--- src/rtl/display_arbiter.sv ---
// display_arbiter: shares one 4-digit segment_display between 4 requesters.
// Round-robin grant with a minimum hold time per owner and a blanked gap
// between two different owners. Runs in the 1 kHz display clock domain.
// Optional build macro PREEMPT_EN: req[0] becomes urgent and preempts
// HOLD/GAP on its rising edge, then holds without hold-time expiry.
module display_arbiter #(
    parameter int HOLD_MS = 1000,
    parameter int GAP_MS  = 50,
    parameter int CNT_W   = 16
) (
    input  logic        clk_1kHz,
    input  logic        rst_,
    input  logic [3:0]  req,
    input  logic [63:0] digits,
    input  logic [15:0] dps,
    input  logic [15:0] digen,
    output logic [3:0]  grant,
    output logic        busy,
    output logic [3:0]  en,
    output logic [3:0]  bin0,
    output logic [3:0]  bin1,
    output logic [3:0]  bin2,
    output logic [3:0]  bin3,
    output logic [3:0]  dpin
);

    typedef enum logic [1:0] {IDLE = 2'd0, HOLD = 2'd1, GAP = 2'd2} state_t;

    localparam logic [CNT_W-1:0] HOLD_LAST = CNT_W'(HOLD_MS - 1);
    localparam logic [CNT_W-1:0] HOLD_MAX  = CNT_W'(HOLD_MS);
    localparam logic [CNT_W-1:0] GAP_LAST  = CNT_W'(GAP_MS - 1);

    state_t           state, state_nxt;
    logic [1:0]       ptr, ptr_nxt;
    logic [1:0]       owner, owner_nxt;
    logic [CNT_W-1:0] cnt, cnt_nxt;
    logic [3:0]       grant_nxt;
    logic [3:0]       others;
    logic             pick_ok;
    logic [1:0]       pick_idx;
    logic             urgent;
    logic             can_expire;
    logic [15:0]      own_digits;
    logic [3:0]       own_dps;
    logic [3:0]       own_en;

    // First requester set searching upward from p+1 (mod 4); MSB flags a hit.
    function automatic logic [2:0] rr_pick(input logic [3:0] r, input logic [1:0] p);
        logic [1:0] c;
        logic [2:0] res;
        res = 3'b000;
        for (int k = 4; k >= 1; k--) begin
            c = p + 2'(k);
            if (r[c]) res = {1'b1, c};
        end
        return res;
    endfunction

`ifdef PREEMPT_EN
    logic req0_q;

    // Remember req[0] so its rising edge can be detected as an urgent request.
    always_ff @(posedge clk_1kHz or negedge rst_) begin
        if (!rst_) req0_q <= 1'b0;
        else       req0_q <= req[0];
    end

    assign urgent     = req[0] & ~req0_q;
    assign can_expire = (owner != 2'd0);
`else
    assign urgent     = 1'b0;
    assign can_expire = 1'b1;
`endif

    assign {pick_ok, pick_idx} = rr_pick(req, ptr);
    assign others     = req & ~grant;
    assign own_digits = digits[{owner, 4'b0000} +: 16];
    assign own_dps    = dps[{owner, 2'b00} +: 4];
    assign own_en     = digen[{owner, 2'b00} +: 4];

    // Next-state logic: arbitration only from IDLE, at hold expiry/release, or at gap end.
    always_comb begin
        state_nxt = state;
        ptr_nxt   = ptr;
        owner_nxt = owner;
        cnt_nxt   = cnt;
        grant_nxt = grant;
        unique case (state)
            IDLE: begin
                if (pick_ok) begin
                    state_nxt = HOLD;
                    owner_nxt = pick_idx;
                    ptr_nxt   = pick_idx;
                    grant_nxt = 4'b0001 << pick_idx;
                    cnt_nxt   = '0;
                end
            end
            HOLD: begin
                cnt_nxt = (cnt >= HOLD_MAX) ? cnt : cnt + 1'b1;
                if (urgent && owner != 2'd0) begin
                    // Preempt grant: pointer deliberately left alone.
                    owner_nxt = 2'd0;
                    grant_nxt = 4'b0001;
                    cnt_nxt   = '0;
                end else if (!req[owner] || (can_expire && cnt >= HOLD_LAST && |others)) begin
                    grant_nxt = '0;
                    cnt_nxt   = '0;
                    state_nxt = (|others) ? GAP : IDLE;
                end
            end
            GAP: begin
                if (urgent) begin
                    state_nxt = HOLD;
                    owner_nxt = 2'd0;
                    grant_nxt = 4'b0001;
                    cnt_nxt   = '0;
                end else if (cnt >= GAP_LAST) begin
                    cnt_nxt = '0;
                    if (pick_ok) begin
                        state_nxt = HOLD;
                        owner_nxt = pick_idx;
                        ptr_nxt   = pick_idx;
                        grant_nxt = 4'b0001 << pick_idx;
                    end else begin
                        state_nxt = IDLE;
                    end
                end else begin
                    cnt_nxt = cnt + 1'b1;
                end
            end
            default: begin
                state_nxt = IDLE;
                grant_nxt = '0;
                cnt_nxt   = '0;
            end
        endcase
    end

    // Control registers; ptr resets to 3 so requester 0 is checked first.
    always_ff @(posedge clk_1kHz or negedge rst_) begin
        if (!rst_) begin
            state <= IDLE;
            ptr   <= 2'd3;
            owner <= 2'd0;
            cnt   <= '0;
            grant <= '0;
            busy  <= 1'b0;
        end else begin
            state <= state_nxt;
            ptr   <= ptr_nxt;
            owner <= owner_nxt;
            cnt   <= cnt_nxt;
            grant <= grant_nxt;
            busy  <= (state_nxt != IDLE);
        end
    end

    // Display mux: copies the current owner one cycle late; blanks when the grant ends.
    always_ff @(posedge clk_1kHz or negedge rst_) begin
        if (!rst_) begin
            en   <= '0;
            bin0 <= '0;
            bin1 <= '0;
            bin2 <= '0;
            bin3 <= '0;
            dpin <= '0;
        end else begin
            en <= (state == HOLD && grant_nxt != 4'b0000) ? own_en : 4'b0000;
            if (state == HOLD) begin
                bin0 <= own_digits[3:0];
                bin1 <= own_digits[7:4];
                bin2 <= own_digits[11:8];
                bin3 <= own_digits[15:12];
                dpin <= own_dps;
            end
        end
    end

endmodule
--- config.mk ---
export PLATFORM = sky130hd
export DESIGN_NAME = display_arbiter
export DESIGN_NICKNAME = d
export VERILOG_FILES = /design/src/rtl/display_arbiter.sv
export SDC_FILE = /design/constraint.sdc
export NUM_CORES = 1
export LEC_CHECK = 0
export CAP_MARGIN = 25
export CORE_MARGIN = 2
export CORE_UTILIZATION = 46
export DETAILED_ROUTE_END_ITERATION = 8
export PLACE_DENSITY = 0.94
export SETUP_SLACK_MARGIN = 0.05
export SYNTH_ARGS = -nofsm -noshare
export SYNTH_HDL_FRONTEND = slang
export SYNTH_SLANG_ARGS = --single-unit
export TNS_END_PERCENT = 1
--- constraint.sdc ---
create_clock -name clk_1kHz -period 5.9 [get_ports clk_1kHz]
set_clock_uncertainty 0.05 [all_clocks]
set_input_delay 1.18 -clock clk_1kHz [delete_from_list [all_inputs] [get_ports clk_1kHz]]
set_output_delay 1.18 -clock clk_1kHz [all_outputs]
set_load 0.01 [all_outputs]
======== Word-level counts from Yosys, hierarchy flattened ========
Index checks and enable logic that the tools add are counted.
word-level totals
  output and inout bits ................... 29
  flip-flop bits (word level) ............. 51
cells by class
  muxes and demuxes ....................... 36
  magnitude comparators ................... 8
  reductions and logical operators ........ 11
  add/subtract/negate cells ............... 4
  shift-type cells ........................ 4
  bitwise operators ....................... 2
  equality and inequality tests ........... 5
operators with widths
  operator                 number
  $mux W16                 4
  $shiftx A64 B7 Y16       1
  $pmux W16 S3             1
  $ge A16 B10 Y1 const B   2
  $shiftx A16 B5 Y4        2
  $add A16 B1 Y16 const B  1
  $ge A16 B6 Y1 const B    1
  $mux W2                  8
  $mux W4                  4
  $lt A2 B3 Y1 const B     5
  $mux W3                  4
  $pmux W4 S3              1
  $bmux W1 S2              5
  $pmux W2 S2              2
  $mux W1                  6
  $pmux W2 S3              1
  $add A2 B2 Y2 const B    2
  $and A4 B4 Y4            1
  $ne A2 B2 Y1 const B     2
  $not A4 Y4               1
  $reduce_and A2 Y1        2
  $reduce_bool A2 Y1       2
  $reduce_bool A4 Y1       1
  $reduce_or A4 Y1         1
  9 further kinds          10

======== Depth between registers and ports, before layout ========
Gate-level depths: netlist of the first run.
  depth in word-level cells ............... 13
  mapped depth ............................ 9

======== Worst setup path after synthesis of the first run ========
OpenSTA, ideal clock, no wires.
  path type ............................... input port to flip-flop
  from .................................... input port req[3]
  to ...................................... register en[0]
  arrival ................................. 2417 ps
  buffers on the path ..................... 0
  path slack .............................. 3290 ps
  data required time ...................... 5707 ps
  cell stages on the path ................. 6
  library setup time ...................... 143 ps
  path through ............................ mux4_2 nand2_2 o21ai_4 o211a_1 nor3_2 a31oi_1
on the way
  longest elaborated chain between the ends .. 13
  elaborated cells between the ends (all ways) .. 27
  those cells by class .................... shift (1); mux (19); bitwise (1); reduce/logical (6)
ends and longest elaborated chain
  item                           line     RTL
  start, declared                13       input logic [3:0] req,
  $bmux W1 S2                    54       if (r[c]) res = {1'b1, c};
  $mux W1 (not written as such)  54
  $mux W3 (4 in series)          54
  $shl A1 B2 Y4                  94, 123
  $mux W4                        90, 119
  $mux W4                        117      end else if (cnt >= GAP_LAST) begin
  $pmux W4 S3 (*)                88       unique case (state)
  $reduce_bool A4 Y1 (*)         168      en <= (state == HOLD && grant_nxt != 4'b0000) ? own_en : 4'b0000;
  $logic_and A1 B1 Y1 (*)        168
  $mux W4 (*)                    168
  end signal, assigned           168
  end, declared                  19       output logic [3:0] en,
Mark *: on every way between the ends. The rest lies on a longest branch, timed or not. The select of a mux whose other input is x is not followed.
A chain may end at the register's enable or synchronous reset.

======== Worst setup path after layout of the first run ========
  from .................................... input port req[2]
  to ...................................... register en[2]
on the way
  longest elaborated chain between the ends .. 13
  elaborated cells between the ends (all ways) .. 27
  those cells by class .................... shift (1); mux (19); bitwise (1); reduce/logical (6)
ends and longest elaborated chain
  item                           line     RTL
  $bmux W1 S2                    54
  $mux W1 (not written as such)  54
  $mux W3 (4 in series)          54
  $shl A1 B2 Y4                  94, 123
  $mux W4                        90, 119
  $mux W4                        117
  $pmux W4 S3 (*)                88
  named net grant_nxt[3]         37       logic [3:0] grant_nxt;
  $reduce_bool A4 Y1 (*)         168
  $logic_and A1 B1 Y1 (*)        168
  $mux W4 (*)                    168
The timed path passes the listed nets; every way through them passes the cells marked *. The select of a mux whose other input is x is not followed.

==> results of run 1 <==
-- sequential cells by signal, indices dropped and copies added (netlist names) --
signal,count
bin0,4
bin1,4
bin2,4
bin3,4
busy,1
cnt,16
dpin,4
en,4
grant,4
owner,2
ptr,2
state,2
-- kinds of logic (layout without fill, tap and decap cells) --
kind of cell,Yosys count,in the layout,share of synthesized area
buf+inv,24,157,0.0332
mux,48,48,0.267
compound gates,53,53,0.119
fa+ha+maj,8,8,0.0324
flops,51,51,0.414
simple gates,83,83,0.135
-- worst max-delay path by stage --
| stage | cells after the start | start | end |
|---|---|---|---|
| 2_1_floorplan | 6 | req[3] | en[0] |
| 3_3_place_gp | 8 | req[1] | cnt[13] |
| 3_5_place_dp | 8 | req[1] | cnt[13] |
| 4_1_cts | 8 | req[2] | en[2] |
| 5_1_grt | 8 | req[3] | en[2] |
| 6_report | 8 | req[2] | en[2] |
-- cell type report --
type	count	area, um2
inverters	14	52.6
clock inverters	1	5.00
multi-input cells	192	1710
flip-flops and latches	51	1280
fillers	427	1830
clock buffers	7	76.3
well taps	77	96.3
repair buffers	135	1370
-- stage by stage --
stage | power, mW | instance area [um2] | setup WS (ns)
after detailed placement | 1.64 | 4460 | 2.48
final | 1.88 | 4590 | 2.70
after global placement | 1.59 | 4460 | 2.55
after floorplan | 1.23 | 3090 | 3.29
after global routing | 1.99 | 4590 | 2.59
after CTS | 1.84 | 4540 | 2.78
-- layer usage --
layer	vias up	wire [um]	track usage
li1	1271	-	-
met1	1373	3100	0.271
met2	121	4930	0.458
met3	20	583	0.0683
met4	0	216	0.0996
met5	-	0	0
-- synthesized netlist by cell type, drive strengths merged, types with 4 or more instances --
library cell,count,share of area
nand2,18,0.023
o21ai,10,0.021
clkbuf,5,0.0065
buf,5,0.0097
a21oi,11,0.018
nor3,4,0.0081
mux2,22,0.080
nand2b,6,0.012
mux4,25,0.18
inv,14,0.017
and3,9,0.018
ha,8,0.032
nor2,23,0.029
or2,4,0.0081
o31ai,8,0.019
a31oi,9,0.018
dfrtp,49,0.40
nand3,10,0.016
-- where the power goes --
group	internal, mW	leakage (nW)	switching (mW)	total, mW
clock	0.0835	0.0422	0.111	0.194
sequential	0.480	0.647	0.0928	0.573
combinational	0.633	1.17	0.476	1.11
-- worst reg2reg max path, cell delays in order (launching register included) --
cell and delay, ns:
dfrtp_1 0.44, inv_1 0.11, ha_1 0.14, nor4b_1 0.35, o21a_1 0.18, a21boi_0 0.13
o21ai_2 0.26, nor3_1 0.10, a31oi_1 0.39, a31oi_1 0.16
==> metrics.md, run 1 <==
| Metric | Value |
|---|---|
| #FFs+latches synth | 51 |
| Share of layout cells above drive strength 1 | 0.183 |
| CP max FO | 7 |
| FF-to-FF End | en[2] |
| Root buf cell | clkbuf_8 |
| Die width | 86.0 um |
| Yosys warnings | 0 |
| Detail-routed net length per standard cell | 18.5 um |
| Worst path slowest cell | clkdlybuf4s50_1 |
| Synthesis-to-layout area growth | 48.6% |
| Commonest non-fill, non-tap cell in the layout | clkdlybuf4s50_1 |
| Final worst path period share | 0.543 |
| Vias in the first global route | 2951 |
| CTS tree | done |
| Post-CTS Resized | 0 |
| Final Critical Period | 3.20 ns |
| Initial DRC count | 186 |
| Gpl congestion | 0.920 |
| Largest net degree at the start of global routing | 52 |
| Post-DRT Antenna Nets | 0 |
| Hold depth | 1 |
| Max-slew violation count | 0 |
| Initial antenna violation count | 0 |
| R2R setup slack | 3.43 ns |
| Setup crit end kind | flop |
| FF-to-FF path depth | 9 |
| Global-route wire length before repair | 14200 um |
| P_leak | 1.86 nW |
| Total gr overflow | 0 |
| # H-tree levels | 2 |
| Max Clk Rate | 0.312 GHz |
| CTS buffer count | 5 |
| Hold Buf Count CTS | 0 |
| Cell seen most often among critical-path stages | a21oi_1 |
| Worst hold endpoint | bin0[0] |
| Post-synth ARST share | 1.00 |
| Critical path required time | 6.07 ns |
| Mean post-synth cell area | 11.6 um2 |
| Clock buffer depth | 2 |
| Final HPWL DP | 6800 um |
| Maximum vdd drop | 247 uV |
| # DRC | 0 |
| Clock Latency Late Sink | 0.31 ns |
| I/O Pins | 131 |
| EDFF count, synth | 0 |
| Die area | 7390 um2 |
| Critical Path AT | 3.38 ns |
| Fin Hold WS | 0.462 ns |
| Most frequent cells in the layout | clkdlybuf4s50_1, dfrtp_1, mux4_2, nor2_1, mux2_2 |
| Port Buffers | 130 |
| HP Class | flop to flop |
| Nets@finish | 509 |
| Post-Route Utilization | 0.715 |
| Post-CTS Setup Repair Bufs | 0 |
| Endpoints failing setup | 0 |
| CP delay by family, top | compound AO/OA/AOI/OAI gates |
| DRT Pass-1 Iters | 4 |
| Relative slew slack | 0.528 |
| Outcome | completed |
| RR Startpoint | cnt[0] |
| Max_cap viols | 0 |
| Synth cell types | 49 |
| Worst hold path startpoint | bin0[0] |
| Antenna diode count | 0 |
| Endpoints failing hold | 0 |
| Via count | 2785 |
| Reg clk slew, reported paths | 0.09 ns |
| GRT Total Usage | 0.250 |
| Crit-path cells | clkdlybuf4s50_1, and2b_1, a21oi_1, o221ai_1, a21oi_1, o32ai_2, nor3_2, a31oi_1 |
| PD cells | 409 nW/um2 |
| Synth Flop Type | dfrtp_1 |
| Clk sinks | 51 |
| CP startpoint kind | primary input |
| CORE AREA | 6420 um2 |
| Crit path kind | primary input to flop |
| Die span in y | 86.0 um |
| Finished Layout Cells | 477 |
| Sequential share of the synthesized area | 0.414 |
| Actual slew at the worst max-slew pin | 0.702 ns |
| Syn nets | 377 |
| Max incr delay on CP | 0.53 ns |
| Vias per cell | 5.84 |
| Syn Inst Count | 267 |
| Initial Utilization | 0.481 |
| Dpl cells | 467 |
| Synth Cell Area | 3090 um2 |
| Buf+Inv Stages, Crit Path | 1 |
| Detailed Route WL | 8830 um |
| # rows | 29 |
| Setup TNS Final | 0 ns |
| RSZ-0062 raised after global routing | no |
Power figures use the tool's default switching activity.
==> run 2: changes to the inputs <==
CORE_UTILIZATION = 39   (was 46)
PLACE_DENSITY = 0.85   (was 0.94)
clock period = 2.9 ns   (was 5.9 ns; I/O delays follow)
==> run 2 against run 1 <==
Against the previous run:
- critical endpoint is now en[0]
- power is 100% higher
- utilization shrank 11 points
- clock power increased to 2.7 times the previous value
- die area rose by 17%
- highest routed layer unchanged
- register-to-register slack got worse by 2.9 ns
- critical path depth did not move
==> metrics.md, run 2 (synthesis gave the netlist of run 1 again) <==
| Metric | Value |
|---|---|
| Design area | 4650 um2 |
| Relative slew slack | 0.584 |
| Largest register FFs | 16 |
| Biggest register | cnt |
| Setup TNS Final | 0 ns |
| Max incr delay on CP | 0.51 ns |
| Maximum vdd drop | 375 uV |
| Post-CTS Resized | 0 |
| Initial DRC count | 189 |
| Largest net degree at the start of global routing | 26 |
| Reg clk slew, reported paths | 0.10 ns |
| Final HPWL DP | 6470 um |
| Dpl cell area | 4520 um2 |
| Fin Hold WS | 0.196 ns |
| Crit path kind | primary input to flop |
| Worst path slowest cell | o221ai_1 |
| Via count | 2744 |
| DRT Pass-1 Iters | 4 |
| Finished Layout Cells | 505 |
| Final Critical Period | 2.47 ns |
| Hold Buf Count CTS | 0 |
| Final worst path period share | 0.851 |
| CTS buffer count | 5 |
| Dpl cells | 497 |
| Global-route wire length before repair | 13300 um |
| Initial Utilization | 0.402 |
| Vias in the first global route | 2897 |
| Clock Latency Late Sink | 0.31 ns |
| Actual slew at the worst max-slew pin | 0.623 ns |
| Initial antenna violation count | 0 |
| Crit-path cells | clkdlybuf4s50_1, and2b_1, a21oi_1, o221ai_1, a21oi_1, o32ai_2, nor3_2, a31oi_1 |
| Max Clk Rate | 0.405 GHz |
| Port Buffers | 130 |
| Critical Path AT | 2.65 ns |
| Gpl congestion | 0.928 |
| I/O Pins | 131 |
| Detail-routed net length per standard cell | 15.9 um |
| Clock buffer depth | 2 |
| Endpoints failing setup | 0 |
| Clk sinks | 51 |
| Die span in y | 93.0 um |
| CORE AREA | 7690 um2 |
| Root buf cell | clkbuf_8 |
| Commonest non-fill, non-tap cell in the layout | clkdlybuf4s50_1 |
| Most frequent cells in the layout | clkdlybuf4s50_1, dfrtp_1, mux4_2, nor2_1, mux2_2 |
| # DRC | 0 |
| Nets@finish | 512 |
| CP startpoint kind | primary input |
| Die area | 8650 um2 |
| Post-CTS Setup Repair Bufs | 0 |
| Die width | 93.0 um |
| # H-tree levels | 2 |
| Vias per cell | 5.43 |
| Detailed Route WL | 8040 um |
| Antenna diode count | 0 |
| Outcome | completed |
| CP max FO | 7 |
| Design Power | 3.83 mW |
| Setup crit end kind | flop |
| Endpoints failing hold | 0 |
| Critical path required time | 3.08 ns |
| Share of layout cells above drive strength 1 | 0.194 |
| # rows | 32 |
| Total gr overflow | 0 |
| HP Class | primary input to async pin |
| CTS tree | done |
| Synthesis-to-layout area growth | 50.3% |
| GRT Total Usage | 0.194 |
| P_leak | 1.88 nW |
| Cell seen most often among critical-path stages | a21oi_1 |
| RSZ-0062 raised after global routing | no |
| Max_cap viols | 0 |
| Post-DRT Antenna Nets | 0 |
| Max-slew violation count | 0 |
| PD cells | 825 nW/um2 |
run 2: report_power, final:
part           switching [mW]  internal, mW
clock network           0.249         0.284
registers               0.165         0.977
logic                   0.929          1.23
run 2: final timing paths:
check | start | cells past startpoint | to | slack, ns
min in group clk_1kHz | bin3[0] | 1 | bin3[0] | 0.46
max in group asynchronous | rst_ | 2 | cnt[8] | 1.96
setup / recovery | req[2] | 8 | en[0] | 0.43
setup reg to reg | cnt[0] | 9 | en[0] | 0.53
hold / removal | rst_ | 1 | cnt[3] | 0.20
hold reg to reg | bin3[0] | 1 | bin3[0] | 0.46
run 2: cell type report:
class / count / area [um2]
multi-input cells: 192 / 1710
clock inverters: 2 / 38.8
repair buffers: 138 / 1360
well taps: 102 / 128
inverters: 14 / 52.6
flip-flops and latches: 51 / 1280
fillers: 606 / 3040
clock buffers: 6 / 82.6
run 2: critical path, delay by kind of cell:
| kind | cells | cell delay (ns) |
|---|---|---|
| AO/OA/AOI/OAI | 5 | 1.20 |
| buffers and inverters | 1 | 0.49 |
| AND/OR/NAND/NOR | 2 | 0.36 |
run 2: layer usage:
| layer | vias to the layer above | share of wire | track usage |
|---|---|---|---|
| met2 | 110 | 0.53 | 0.341 |
| met3 | 13 | 0.080 | 0.0645 |
| met5 | - | 0 | 0 |
| met4 | 0 | 0.014 | 0.0551 |
| met1 | 1349 | 0.38 | 0.227 |
| li1 | 1272 | - | - |
run 2: metrics by stage:
stage,setup WS [ns],util
floorplan,0.875,-
global placement,0.242,0.589
detailed placement,0.138,0.589
CTS,0.467,0.604
global route,0.251,0.604
finish,0.432,0.604
==> run 3: changes to the inputs <==
--- a/constraint.sdc
+++ b/constraint.sdc
@@ -3,3 +3,3 @@
 set_input_delay 0.58 -clock clk_1kHz [delete_from_list [all_inputs] [get_ports clk_1kHz]]
 set_output_delay 0.58 -clock clk_1kHz [all_outputs]
-set_load 0.01 [all_outputs]
+set_load 0.05 [all_outputs]
==> results of run 3 <==
Same layout as run 2 (identical final DEF). Status: completed.
Among the figures that moved: total power 3.83 mW -> 4.44 mW; worst IR drop on VDD 375 uV -> 525 uV
